`config.mk`:
```
export PLATFORM = sky130hd
export DESIGN_NAME = fht_but_feeder_flat
export DESIGN_NICKNAME = d
export VERILOG_FILES = /design/src/rtl/fht_but_feeder_pkg.sv /design/src/rtl/fht_but_feeder_if.sv /design/src/rtl/fht_but_feeder_dly_line.sv /design/src/rtl/fht_but_feeder.sv /design/src/flat_wrapper.sv
export SDC_FILE = /design/constraint.sdc
export NUM_CORES = 1
export LEC_CHECK = 0
export BUFFER_PORTS_ARGS = -buffer_cell sky130_fd_sc_hd__buf_2
export CORE_UTILIZATION = 50
export DETAILED_ROUTE_END_ITERATION = 6
export PLACE_DENSITY = 0.69
export SYNTH_ARGS = -nofsm -noshare
export SYNTH_HDL_FRONTEND = slang
export SYNTH_SLANG_ARGS = --single-unit
```
`constraint.sdc`:
```
create_clock -name iCLK -period 7.29 [get_ports iCLK]
set_clock_uncertainty 0.1 [all_clocks]
set_input_delay 1.458 -clock iCLK [delete_from_list [all_inputs] [get_ports iCLK]]
set_output_delay 1.458 -clock iCLK [all_outputs]
set_load 0.005 [all_outputs]
```
`src/rtl/fht_but_feeder_pkg.sv`:
```
// fht_pkg: shared constants and types for the FHT butterfly operand feeder.
//   N_LOG2_DEF : default log2 of the transform length
//   STAGE_W    : width of the stage counter for the default length
//   fsm_e      : sequencer state encoding
//   stage_w()  : stage-counter width for an arbitrary N_LOG2 (holds 0..N_LOG2)
package fht_pkg;

    localparam int N_LOG2_DEF = 10;
    localparam int STAGE_W    = $clog2(N_LOG2_DEF + 1);

    typedef enum logic [1:0] {
        ST_IDLE  = 2'd0,
        ST_RUN   = 2'd1,
        ST_DRAIN = 2'd2,
        ST_DONE  = 2'd3
    } fsm_e;

    function automatic int stage_w(input int n_log2);
        return $clog2(n_log2 + 1);
    endfunction

endpackage

```
`src/rtl/fht_but_feeder_if.sv`:
```
// fht_but_feeder_if: start strobe plus every address/strobe/status signal the
// feeder drives toward the data RAM banks, twiddle ROM and butterfly.
//   master : the feeder (takes iSTART, drives all o* signals)
//   slave  : the surrounding datapath / controller
interface fht_but_feeder_if
    import fht_pkg::*;
#(
    parameter int N_LOG2 = N_LOG2_DEF
);
    localparam int SW = stage_w(N_LOG2);

    logic              iSTART;
    logic [N_LOG2-1:0] oRD_ADDR_0;
    logic [N_LOG2-1:0] oRD_ADDR_1;
    logic [N_LOG2-1:0] oRD_ADDR_2;
    logic              oRD_VALID;
    logic [N_LOG2-2:0] oTW_ADDR;
    logic              oRD_BANK;
    logic [N_LOG2-1:0] oWR_ADDR_0;
    logic [N_LOG2-1:0] oWR_ADDR_1;
    logic              oWR_EN;
    logic              oWR_BANK;
    logic [SW-1:0]     oSTAGE;
    logic              oBUSY;
    logic              oDONE;

    modport master (
        input  iSTART,
        output oRD_ADDR_0, oRD_ADDR_1, oRD_ADDR_2, oRD_VALID, oTW_ADDR, oRD_BANK,
        output oWR_ADDR_0, oWR_ADDR_1, oWR_EN, oWR_BANK, oSTAGE, oBUSY, oDONE
    );

    modport slave (
        output iSTART,
        input  oRD_ADDR_0, oRD_ADDR_1, oRD_ADDR_2, oRD_VALID, oTW_ADDR, oRD_BANK,
        input  oWR_ADDR_0, oWR_ADDR_1, oWR_EN, oWR_BANK, oSTAGE, oBUSY, oDONE
    );

endinterface

```
`src/rtl/fht_but_feeder_dly_line.sv`:
```
// fht_dly_line: W-bit wide, DEPTH-stage shift register with asynchronous
// active-low clear. q_o is d_i delayed by exactly DEPTH clocks.
//   clk, rst_n : clock, async active-low clear
//   d_i / q_o  : data in / delayed data out
module fht_dly_line #(
    parameter int W     = 1,
    parameter int DEPTH = 1
) (
    input  logic         clk,
    input  logic         rst_n,
    input  logic [W-1:0] d_i,
    output logic [W-1:0] q_o
);

    logic [DEPTH-1:0][W-1:0] pipe_q;

    always_ff @(posedge clk or negedge rst_n) begin
        if (!rst_n) begin
            pipe_q <= '0;
        end else begin
            pipe_q[0] <= d_i;
            for (int i = 1; i < DEPTH; i++) pipe_q[i] <= pipe_q[i-1];
        end
    end

    assign q_o = pipe_q[DEPTH-1];

endmodule

```
`src/rtl/fht_but_feeder.sv`:
```
// fht_but_feeder: walks all N_LOG2 stages of an in-place radix-2 FHT, issuing
// X0/X1/X2 read addresses and the twiddle index for one butterfly per cycle,
// and replays the matching Y0/Y1 write addresses RD_LAT+BUT_LAT cycles later.
//   iCLK, iRESET : clock, async active-low reset
//   bus          : fht_but_feeder_if master (iSTART in, read/write/status out)
module fht_but_feeder
    import fht_pkg::*;
#(
    parameter int N_LOG2  = N_LOG2_DEF,
    parameter int RD_LAT  = 1,
    parameter int BUT_LAT = 2
) (
    input  logic         iCLK,
    input  logic         iRESET,
    fht_but_feeder_if.master bus
);

    localparam int AW  = N_LOG2;
    localparam int SW  = stage_w(N_LOG2);
    localparam int D   = RD_LAT + BUT_LAT;
    localparam int DW  = (D > 1) ? $clog2(D) : 1;
    localparam int DLW = 2 * AW + 2;
    localparam logic [AW:0] N_FULL = {1'b1, {AW{1'b0}}};

    fsm_e           state_q;
    logic [SW-1:0]  s_q;
    logic [AW-1:0]  b_q, j_q;
    logic [DW-1:0]  dcnt_q;
    logic           bank_q, busy_q, done_q;

    logic [AW:0]    l_w;        // L = 2^s, one bit wider so L = N fits
    logic [AW-1:0]  h_a;        // H = L/2
    logic [AW-1:0]  x0, x1, x2;
    logic [AW-2:0]  tw;
    logic           last_j, last_b, rd_vld;
    logic [DLW-1:0] dly_in, dly_out;

    always_comb begin
        l_w    = {{AW{1'b0}}, 1'b1} << s_q;
        h_a    = AW'(l_w >> 1);
        x0     = b_q + j_q;
        x1     = x0 + h_a;
        // (H-j) mod H: H is a power of two, so the mod is a mask with H-1
        x2     = b_q + h_a + ((h_a - j_q) & (h_a - AW'(1)));
        tw     = (AW-1)'(j_q << (AW - int'(s_q)));
        last_j = (j_q == h_a - AW'(1));
        last_b = ({1'b0, b_q} == N_FULL - l_w);
        rd_vld = (state_q == ST_RUN);
    end

    always_ff @(posedge iCLK or negedge iRESET) begin
        if (!iRESET) begin
            state_q <= ST_IDLE;
            s_q     <= '0;
            b_q     <= '0;
            j_q     <= '0;
            dcnt_q  <= '0;
            bank_q  <= 1'b0;
            busy_q  <= 1'b0;
            done_q  <= 1'b0;
        end else begin
            done_q <= 1'b0;
            case (state_q)
                ST_IDLE: if (bus.iSTART) begin
                    state_q <= ST_RUN;
                    s_q     <= SW'(1);
                    b_q     <= '0;
                    j_q     <= '0;
                    bank_q  <= 1'b0;
                    busy_q  <= 1'b1;
                end
                ST_RUN: if (last_j) begin
                    j_q <= '0;
                    if (last_b) begin
                        state_q <= ST_DRAIN;
                        dcnt_q  <= '0;
                    end else begin
                        b_q <= b_q + l_w[AW-1:0];
                    end
                end else begin
                    j_q <= j_q + AW'(1);
                end
                // Hold reads off until the stage's last write has landed.
                ST_DRAIN: if (dcnt_q == DW'(D - 1)) begin
                    b_q <= '0;
                    if (s_q == SW'(N_LOG2)) begin
                        state_q <= ST_DONE;
                        s_q     <= '0;
                        bank_q  <= 1'b0;
                        busy_q  <= 1'b0;
                        done_q  <= 1'b1;
                    end else begin
                        state_q <= ST_RUN;
                        s_q     <= s_q + SW'(1);
                        bank_q  <= ~bank_q;
                    end
                end else begin
                    dcnt_q <= dcnt_q + DW'(1);
                end
                ST_DONE: state_q <= ST_IDLE;
                default: state_q <= ST_IDLE;
            endcase
        end
    end

    // Idle slots push zeros so the write-side outputs read 0 between writes.
    assign dly_in = rd_vld ? {1'b1, bank_q, x0, x1} : '0;

    fht_dly_line #(.W(DLW), .DEPTH(D)) u_dly (
        .clk   (iCLK),
        .rst_n (iRESET),
        .d_i   (dly_in),
        .q_o   (dly_out)
    );

    assign bus.oRD_ADDR_0 = rd_vld ? x0 : '0;
    assign bus.oRD_ADDR_1 = rd_vld ? x1 : '0;
    assign bus.oRD_ADDR_2 = rd_vld ? x2 : '0;
    assign bus.oTW_ADDR   = rd_vld ? tw : '0;
    assign bus.oRD_VALID  = rd_vld;
    assign bus.oRD_BANK   = bank_q;
    assign bus.oWR_EN     = dly_out[DLW-1];
    assign bus.oWR_BANK   = dly_out[DLW-1] & ~dly_out[DLW-2];
    assign bus.oWR_ADDR_0 = dly_out[2*AW-1:AW];
    assign bus.oWR_ADDR_1 = dly_out[AW-1:0];
    assign bus.oSTAGE     = s_q;
    assign bus.oBUSY      = busy_q;
    assign bus.oDONE      = done_q;

endmodule

```
`src/flat_wrapper.sv`:
```
// flat-port wrapper written by rule: the top's interface ports become plain ports
module fht_but_feeder_flat import fht_pkg::*;
#(
    parameter int N_LOG2  = N_LOG2_DEF,
    parameter int RD_LAT  = 1,
    parameter int BUT_LAT = 2
)
  (iCLK, iRESET, bus_iSTART, bus_oRD_ADDR_0, bus_oRD_ADDR_1, bus_oRD_ADDR_2, bus_oRD_VALID, bus_oTW_ADDR, bus_oRD_BANK, bus_oWR_ADDR_0, bus_oWR_ADDR_1, bus_oWR_EN, bus_oWR_BANK, bus_oSTAGE, bus_oBUSY, bus_oDONE);
  fht_but_feeder_if #(.N_LOG2(N_LOG2)) bus_i ();
  input  logic iCLK;
  input  logic iRESET;
  input wire logic [$bits(bus_i.iSTART)-1:0] bus_iSTART;
  output wire logic [$bits(bus_i.oRD_ADDR_0)-1:0] bus_oRD_ADDR_0;
  output wire logic [$bits(bus_i.oRD_ADDR_1)-1:0] bus_oRD_ADDR_1;
  output wire logic [$bits(bus_i.oRD_ADDR_2)-1:0] bus_oRD_ADDR_2;
  output wire logic [$bits(bus_i.oRD_VALID)-1:0] bus_oRD_VALID;
  output wire logic [$bits(bus_i.oTW_ADDR)-1:0] bus_oTW_ADDR;
  output wire logic [$bits(bus_i.oRD_BANK)-1:0] bus_oRD_BANK;
  output wire logic [$bits(bus_i.oWR_ADDR_0)-1:0] bus_oWR_ADDR_0;
  output wire logic [$bits(bus_i.oWR_ADDR_1)-1:0] bus_oWR_ADDR_1;
  output wire logic [$bits(bus_i.oWR_EN)-1:0] bus_oWR_EN;
  output wire logic [$bits(bus_i.oWR_BANK)-1:0] bus_oWR_BANK;
  output wire logic [$bits(bus_i.oSTAGE)-1:0] bus_oSTAGE;
  output wire logic [$bits(bus_i.oBUSY)-1:0] bus_oBUSY;
  output wire logic [$bits(bus_i.oDONE)-1:0] bus_oDONE;
  assign bus_i.iSTART = bus_iSTART;
  assign bus_oRD_ADDR_0 = bus_i.oRD_ADDR_0;
  assign bus_oRD_ADDR_1 = bus_i.oRD_ADDR_1;
  assign bus_oRD_ADDR_2 = bus_i.oRD_ADDR_2;
  assign bus_oRD_VALID = bus_i.oRD_VALID;
  assign bus_oTW_ADDR = bus_i.oTW_ADDR;
  assign bus_oRD_BANK = bus_i.oRD_BANK;
  assign bus_oWR_ADDR_0 = bus_i.oWR_ADDR_0;
  assign bus_oWR_ADDR_1 = bus_i.oWR_ADDR_1;
  assign bus_oWR_EN = bus_i.oWR_EN;
  assign bus_oWR_BANK = bus_i.oWR_BANK;
  assign bus_oSTAGE = bus_i.oSTAGE;
  assign bus_oBUSY = bus_i.oBUSY;
  assign bus_oDONE = bus_i.oDONE;
  fht_but_feeder #(.N_LOG2(N_LOG2), .RD_LAT(RD_LAT), .BUT_LAT(BUT_LAT)) u_core (.iCLK(iCLK), .iRESET(iRESET), .bus(bus_i));
endmodule
```
==> insert_results.sql <==
INSERT INTO impl_metrics (metric_group, metric, value, unit) VALUES
('sta', 'total_negative_setup_slack', '0', 'ps'),
('flow_run', 'drv_cap', '0', ''),
('clock_tree', 'postCtsHoldBufs', '0', ''),
('global_routing', 'global_route.usage.total', '25.8', '%'),
('layout', 'area_growth', '6.99', '%'),
('synthesis', 'synth.distinct_cells', '76', ''),
('synthesis', 'synth.avg_cell_area', '9.05', 'um2'),
('clock_tree', 'clk_path_buf_depth', '2', ''),
('layout', 'finish.cell_count_without_fillers', '1008', ''),
('sta', 'fin_crit_sh', '94.7', '%'),
('critical_path', 'rr_endpoint', 'u_core.dcnt_q[0]', ''),
('synthesis', 'synth_area_leader_cell', 'sky130_fd_sc_hd__dfrtp_1', ''),
('sta', 'final.min_clock_period', '6900', 'ps'),
('worst_hold_path', 'type_of_the_most_critical_hold_path', 'flop to flop', ''),
('place', 'port_buffers', '71', ''),
('route', 'routed-via-count', '5997', ''),
('layout', 'post_route_cells_drive_above_1_share', '14.9', '%'),
('synthesis', 'nets_in_the_synthesized_netlist', '873', ''),
('floorplanning', 'design.core.area', '14000', 'um2'),
('route', 'drc_errors', '0', ''),
('sta', 'timing.fmax', '0.145', 'GHz'),
('worst_hold_path', 'hold-path-endpoint', 'u_core.u_dly.pipe_q[26]', ''),
('place', 'hpwlAfterDp', '13.9', 'mm'),
('clock_tree', 'clk_latency', '350', 'ps'),
('synthesis', 'netlist_area', '7270', 'um2'),
('clock_tree', 'cts_setup_buffers', '0', ''),
('global_routing', 'grt_antenna_before_repair', '0', ''),
('clock_tree', 'cts-buffers-inserted', '9', ''),
('synthesis', 'yosysTopAreaCellShare', '33.4', '%'),
('floorplanning', 'rows', '43', ''),
('synthesis', 'synth-edff-count', '0', ''),
('floorplanning', 'die_height', '123', 'um'),
('clock_tree', 'root_buffer', 'sky130_fd_sc_hd__clkbuf_16', ''),
('clock_tree', 'number_of_cells_upsized_or_downsized_after_cts', '0', ''),
('sta', 'unrepaired_setup_endpoints_after_global_routing', 'no', ''),
('route', 'drtIter0Drc', '445', ''),
('floorplanning', 'die_x', '123', 'um'),
('outcome', 'outcome', 'complete, no violations', ''),
('worst_hold_path', 'min-delay-start', 'u_core.u_dly.pipe_q[4]', ''),
('layout', 'nNetsFinal', '894', ''),
('place', 'place_inst', '993', ''),
('critical_path', 'timing_worst_setup_path_type', 'flop to primary output', ''),
('layout', 'filler_cell_count', '1266', ''),
('layout', 'diodes', '0', ''),
('route', 'ratio_of_routed_vias_to_standard_cells', '5.95', ''),
('critical_path', 'reg2reg_setup_slack', '2970', 'ps'),
('worst_hold_path', 'hold_path_depth', '0', ''),
('global_routing', 'globalRoute.totalOverflow', '0', ''),
('global_routing', 'first_global_vias', '5732', ''),
('place', 'gp_congestion', '0.908', ''),
('sta', 'timing.slew.headroom', '50.0', '%'),
('critical_path', 'regToRegStartpoint', 'u_core.bus.oSTAGE[1]', ''),
('critical_path', 'worst-endpoint-arrival', '5340', 'ps'),
('power', 'leakagePower', '3.63', 'nW'),
('clock_tree', 'ctsHtreeMaxLevel', '3', ''),
('route', 'antenna_violating_nets_post_route', '0', ''),
('synthesis', 'yosys_warnings', '0', ''),
('synthesis', 'synth_seq_area_share', '33.4', '%'),
('critical_path', 'critical_path.startpoint_type', 'flop', ''),
('layout', 'final_core_util', '55.4', '%'),
('critical_path', 'worst_ep_required_time', '5730', 'ps'),
('synthesis', 'post_synth_inst_count', '803', ''),
('clock_tree', 'clock_sink_count', '97', ''),
('global_routing', 'wire_length_of_the_first_global_routing_pass', '29.3', 'mm'),
('floorplanning', 'boundaryPins', '72', ''),
('power', 'power_per_cell_area', '128', 'nW/um2'),
('synthesis', 'synth-main-ff-cell', 'sky130_fd_sc_hd__dfrtp_1', ''),
('critical_path', 'worst_reg2reg_path_depth', '13', ''),
('synthesis', 'asyncSetResetFlopFracSynth', '100', '%'),
('global_routing', 'grt_max_degree', '59', ''),
('clock_tree', 'cts_tree', 'yes', '');
==> report_power, final <==
group	total (W)	internal (W)	switching [W]
clock	0.000445	0.000241	0.000205
sequential	0.000538	0.000538	0
combinational	0.0000113	0.000000961	0.0000103
total	0.000995	0.000780	0.000215
==> cell type report <==
class	count	area, um2	share of cell area, %
clock buffer	10	239	3.07
clock inverter	5	38.8	0.499
inverter	38	143	1.83
multi-input combinational	587	4190	53.9
sequential	97	2430	31.2
tap	180	225	2.90
timing repair buffer	91	508	6.53
==> through the flow <==
stage | power [W] | hold WS (ps) | worst slack (ps) | instance area [um2]
floorplan | 0.000549 | 231 | 536 | 7270
finish | 0.000995 | 247 | 389 | 7770
CTS | 0.00101 | 249 | 438 | 7770
global placement | 0.000560 | 231 | 910 | 7500
global route | 0.00103 | 250 | 136 | 7770
detailed placement | 0.000560 | 235 | 819 | 7500
==> kinds of logic (layout without fill, tap and decap cells) <==
kind of cell             Yosys count  count (layout)  synth area share [%]
flip-flops                        97              97                  33.4
AND/OR/NAND/NOR                  253             253                  18.5
XOR/XNOR                          55              55                  6.63
buffers and inverters            119             144                  8.89
multiplexers                      14              14                  1.98
AO/OA/AOI/OAI                    194             194                  17.9
adder cells (fa/ha/maj)           71              71                  12.7
==> how the worst max path moves through the flow <==
stage | start | end
6_report | u_core.bus.oSTAGE[3] | bus_oRD_ADDR_2[9]
3_5_place_dp | u_core.bus.oSTAGE[1] | bus_oRD_ADDR_2[9]
3_3_place_gp | u_core.bus.oSTAGE[1] | bus_oRD_ADDR_2[9]
5_1_grt | u_core.bus.oSTAGE[3] | bus_oRD_ADDR_2[9]
4_1_cts | u_core.bus.oSTAGE[1] | bus_oRD_ADDR_2[9]
2_1_floorplan | u_core.bus.oSTAGE[0] | bus_oRD_ADDR_2[9]
==> layout by cell type (no fill, tap or decap), types with 10 or more instances in the layout <==
cell	instances
sky130_fd_sc_hd__nand3_1	21
sky130_fd_sc_hd__inv_1	38
sky130_fd_sc_hd__nor2_1	62
sky130_fd_sc_hd__buf_4	21
sky130_fd_sc_hd__xor2_1	17
sky130_fd_sc_hd__nand2b_1	14
sky130_fd_sc_hd__a21o_1	10
sky130_fd_sc_hd__buf_2	70
sky130_fd_sc_hd__nor3_1	27
sky130_fd_sc_hd__mux2i_1	11
sky130_fd_sc_hd__and2_1	17
sky130_fd_sc_hd__ha_1	61
sky130_fd_sc_hd__o21ai_0	47
sky130_fd_sc_hd__dfrtp_1	97
sky130_fd_sc_hd__a21oi_1	39
sky130_fd_sc_hd__o31ai_1	14
sky130_fd_sc_hd__nand2_1	46
sky130_fd_sc_hd__o211ai_1	13
sky130_fd_sc_hd__xnor2_1	38
==> state kept, by name (all words and copies together), names as in the netlist, 2 cells and up <==
signal / cells
u_core.b_q: 10
u_core.bus.oSTAGE: 4
u_core.dcnt_q: 2
u_core.j_q: 10
u_core.state_q: 2
u_core.u_dly.pipe_q: 44
u_core.u_dly.q_o: 22
==> worst max-delay path, stage by stage (launching register included) <==
cell                        delay [ps]
sky130_fd_sc_hd__dfrtp_1           550
sky130_fd_sc_hd__nor2b_1           280
sky130_fd_sc_hd__and2_1            340
sky130_fd_sc_hd__ha_1              350
sky130_fd_sc_hd__and3b_1           190
sky130_fd_sc_hd__a32oi_1           200
sky130_fd_sc_hd__a41oi_1           220
sky130_fd_sc_hd__o21a_1            250
sky130_fd_sc_hd__o21a_1            180
sky130_fd_sc_hd__or3_1             320
sky130_fd_sc_hd__a41oi_1           250
sky130_fd_sc_hd__nor2_1             80
sky130_fd_sc_hd__ha_1              280
sky130_fd_sc_hd__ha_1              230
sky130_fd_sc_hd__a2111oi_0         340
sky130_fd_sc_hd__nor3_1            130
sky130_fd_sc_hd__xor2_1            170
sky130_fd_sc_hd__xnor2_1           190
sky130_fd_sc_hd__mux2i_1           280
sky130_fd_sc_hd__buf_2             160
==> metal layers <==
layer	vias up	track usage, %	part of all wire (%)
met5	-	0	0
met3	41	4.69	5.8
met4	0	11.4	3.2
li1	2853	-	-
met1	2895	34.2	44
met2	208	41.0	47
No activity file was read; power rests on OpenSTA's default activity.
